==> src/rtl/demux4_buf.sv <==
// Registered 1-to-4 demultiplexer: one valid/ready input steered by a 2-bit select
// into four single-entry channel holding registers, each with a delivery counter.
module demux4_buf #(
   parameter int WIDTH = 32,
   parameter int CNT_W = 16
) (
   input  logic             clk,
   input  logic             rst,
   input  logic             in_valid,
   output logic             in_ready,
   input  logic [1:0]       in_sel,
   input  logic [WIDTH-1:0] in_data,
   output logic [3:0]       out_valid,
   input  logic [3:0]       out_ready,
   output logic [WIDTH-1:0] out_a,
   output logic [WIDTH-1:0] out_b,
   output logic [WIDTH-1:0] out_c,
   output logic [WIDTH-1:0] out_d,
   output logic [CNT_W-1:0] cnt_a,
   output logic [CNT_W-1:0] cnt_b,
   output logic [CNT_W-1:0] cnt_c,
   output logic [CNT_W-1:0] cnt_d
);

   // Per-channel FSM
   //   state | meaning
   //   EMPTY | holding register free, out_valid[i]=0
   //   FULL  | holding register holds a word, out_valid[i]=1
   typedef enum logic {
      EMPTY = 1'b0,
      FULL  = 1'b1
   } chan_state_e;

   chan_state_e      state_q [4];
   logic [WIDTH-1:0] data_q  [4];
   logic [CNT_W-1:0] cnt_q   [4];

   logic             accept;
   logic [3:0]       load;
   logic [3:0]       deliver;

   always_comb begin
      for (int i = 0; i < 4; i++) begin
         out_valid[i] = (state_q[i] == FULL);
      end
   end

   assign in_ready = ~out_valid[in_sel] | out_ready[in_sel];
   assign accept   = in_valid & in_ready;
   assign deliver  = out_valid & out_ready;

   always_comb begin
      load = 4'b0000;
      if (accept) begin
         load[in_sel] = 1'b1;
      end
   end

   always_ff @(posedge clk) begin
      if (rst) begin
         for (int i = 0; i < 4; i++) begin
            state_q[i] <= EMPTY;
            data_q[i]  <= '0;
            cnt_q[i]   <= '0;
         end
      end else begin
         for (int i = 0; i < 4; i++) begin
            case (state_q[i])
               EMPTY: begin
                  if (load[i]) begin
                     state_q[i] <= FULL;
                     data_q[i]  <= in_data;
                  end
               end
               FULL: begin
                  // a load in the delivery cycle reloads with no bubble
                  if (load[i]) begin
                     data_q[i] <= in_data;
                  end else if (out_ready[i]) begin
                     state_q[i] <= EMPTY;
                  end
               end
               default: state_q[i] <= EMPTY;
            endcase
            if (deliver[i]) begin
               cnt_q[i] <= cnt_q[i] + 1'b1;
            end
         end
      end
   end

   assign out_a = data_q[0];
   assign out_b = data_q[1];
   assign out_c = data_q[2];
   assign out_d = data_q[3];
   assign cnt_a = cnt_q[0];
   assign cnt_b = cnt_q[1];
   assign cnt_c = cnt_q[2];
   assign cnt_d = cnt_q[3];

endmodule
==> config.mk <==
export PLATFORM = sky130hd
export DESIGN_NAME = demux4_buf
export DESIGN_NICKNAME = d
export VERILOG_FILES = /design/src/rtl/demux4_buf.sv
export SDC_FILE = /design/constraint.sdc
export NUM_CORES = 1
export LEC_CHECK = 0
export ABC_AREA = 1
export CAP_MARGIN = 0
export CORE_ASPECT_RATIO = 1.4
export CORE_MARGIN = 2
export CORE_UTILIZATION = 45
export CTS_CLUSTER_DIAMETER = 40
export CTS_CLUSTER_SIZE = 8
export DETAILED_ROUTE_END_ITERATION = 12
export GPL_ROUTABILITY_DRIVEN = 0
export MAX_ROUTING_LAYER = met4
export PLACE_DENSITY = 0.76
export SETUP_SLACK_MARGIN = 0.05
export SLEW_MARGIN = 40
export SYNTH_ARGS = -nofsm -noshare
export SYNTH_HDL_FRONTEND = slang
export SYNTH_SLANG_ARGS = --single-unit
==> constraint.sdc <==
create_clock -name clk -period 3 [get_ports clk]
set_input_delay 0.3 -clock clk [delete_from_list [all_inputs] [get_ports clk]]
set_output_delay 0.3 -clock clk [all_outputs]
set_load 0.005 [all_outputs]
==> impl_metrics.tcl <==
set metrics [dict create \
    placed_area_um2 11100 \
    grt_max_degree 34 \
    io_pins 238 \
    finalHoldViolCount 0 \
    final.setup.tns_ps 0 \
    drv_cap 0 \
    leakage_nw 4.48 \
    place_ws_ps 486 \
    cts_repair_resize_count 0 \
    final_cell_mix "237 x clkdlybuf4s50_1, 196 x edfxtp_1, 155 x nor2_1" \
    antenna_found_initial 0 \
    synth_cells 756 \
    powerDensity_nw_per_um2 524 \
    die_width_um 120 \
    cpMostUsedCell "nand2_1" \
    hold_path_class "input pin to register" \
    crit_fanout 9 \
    totalWireLength_um 20600 \
    worstPathRequired_ps 2700 \
    numCtsBuffers 17 \
    path_buf_inv 3 \
    clock.fmax_ghz 0.427 \
    netlist_area_um2 8550 \
    total_power_mw 6.14 \
    vdd_ir_drop_max_mv 0.317 \
    drive_gt1_share_pct 9.16 \
    slew_viol_final 0 \
    clk_latency_ps 430 \
    post_cts_buffers 0 \
    drc_errors 0 \
    yosysUniqueCellTypes 33 \
    fin_crit_ps 2340 \
    grt_pass1_vias 6273 \
    slowest_delay_ps 670 \
    rows 59 \
    critPathSlowestCell "clkdlybuf4s50_1" \
    rsz0062_at_grt "false" \
    drtIter0Drc 405 \
    cp_cell_sequence "clkdlybuf4s50_1, inv_2, nand2_1, nand2_1, nand2_1, nand2_1, nand2_4, clkdlybuf4s50_1" \
    yosys_warnings 0 \
    cts_hold_buf 0 \
    dpl.cell_count 1227 \
    cts_root_buf "clkbuf_16" \
    wl_per_cell_um 16.4 \
    routed_via_density 5.01 \
    crit_type "input pin to primary output" \
    finalClockSkew_ps 12.9 \
    ys_ff_latch 196 \
    worst_pin_slew_ps 587 \
    hpwl_um 14800 \
    vias 6302 \
    final_cells 1259 \
    crit_family "buffers and inverters" \
    status "complete, no violations" \
    drtPass1Iterations 5 \
    nFillCells 1506 \
    initial_core_util_pct 46.0 \
    die_h_um 167 \
    slew_headroom_pct 60.9 \
    clock-sinks 196 \
    area_delta_synth_final_pct 37.2 \
    cts_tree "done" \
    grt-ovfl-total 0 \
    final_area_um2 11700 \
    clk_pin_slew_ps 80 \
    antennaDiodeCount 0 \
    ant_nets 0 \
    finalSetupViolations 0 \
    yosysSeqAreaShare_pct 68.9 \
    grt_pass1_wl_um 32300 \
    nets 1047 \
    track_usage_pct 21.3 \
    htreeDepth 4 \
    dieArea_um2 20100 \
    core_um2 18600 \
    portBuffers 237 \
    syn-num-nets 801 \
    ctsLongestPathBuffers 2 \
    arrival_ps 2040 \
    final_common_cell "clkdlybuf4s50_1" \
    cp-start-kind "input pin" \
    fin_ws_ps 658 \
    end_kind "primary output" \
    period_share_pct 78.1 \
    syn_area_per_cell_um2 11.3 \
]
## routing by layer
| metal | vias to the layer above | track usage (%) | share of wire [%] | wire (um) |
|---|---|---|---|---|
| li1 | 3048 | - | - | - |
| met1 | 2998 | 22.4 | 37 | 7720 |
| met2 | 219 | 38.3 | 54 | 11100 |
| met3 | 37 | 4.66 | 6.0 | 1230 |
| met4 | 0 | 8.39 | 2.8 | 578 |
| met5 | - | - | 0 | 0 |
## cells in the mapped netlist, drive strengths merged
master	count	area, um2
edfxtp	196	5890
nor2	187	787
a211oi	1	7.51
o21a	1	7.51
nand4	12	81.3
clkbuf	2	7.51
a21oi	43	215
ha	4	50.1
or3	1	6.26
buf	19	176
nor3	21	121
nor3b	3	22.5
xor2	4	35.0
clkinv	1	3.75
o21ai	32	160
inv	100	378
o31ai	1	7.51
nor4	2	12.5
nand3	34	208
or2	4	25.0
xnor2	1	8.76
nand2	87	342
## path summary, 6_finish.rpt
check | depth (start not counted) | endpoint | startpoint | slack (ps)
setup reg to reg | 9 | data_q[2][11] | state_q[2] | 1110
setup / recovery | 8 | in_ready | in_sel[0] | 660
hold / removal | 3 | data_q[2][27] | in_data[27] | 610
hold reg to reg | 1 | cnt_q[0][0] | cnt_q[0][0] | 620
## report_power, final
| part | internal, mW | switching (mW) |
|---|---|---|
| Sequential | 3.16 | 0.0822 |
| Combinational | 0.320 | 0.305 |
| Clock | 1.14 | 1.14 |
| Total | 4.62 | 1.52 |
## worst min-delay path: stages
cell	delay (ps)
clkdlybuf4s50_1	390
inv_1	120
nor2_2	50
## final cells by class
class	instances	area, um2	area share [%]
sequential	196	5890	50.2
timing repair buffer	248	2450	20.9
multi-input combinational	438	2100	17.9
clock buffer	17	425	3.63
inverter	101	382	3.25
tap	244	305	2.60
clock inverter	15	180	1.54
## logic make-up after synthesis
kind of cell / count (synthesis) / share of synthesized area [%]
and+or+nand+nor: 351 / 18.8
DFF: 196 / 68.9
buffers and inverters: 122 / 6.62
AOI/OAI and AO/OA: 78 / 4.65
xor gates and xnor gates: 5 / 0.512
adders and majority gates: 4 / 0.586
## registers in the layout (all words and copies together) (netlist names)
signal,count
state_q,4
data_q,128
cnt_q,64
## stage by stage
| stage | hold slack, ps | utilization [%] |
|---|---|---|
| 2_1_floorplan | 543 | - |
| 3_3_place_gp | 603 | 59.8 |
| 3_5_place_dp | 615 | 59.8 |
| 4_1_cts | 594 | 63.1 |
| 5_1_grt | 611 | 63.1 |
| 6_report | 609 | 63.1 |
No activity file was read; power rests on OpenSTA's default activity.
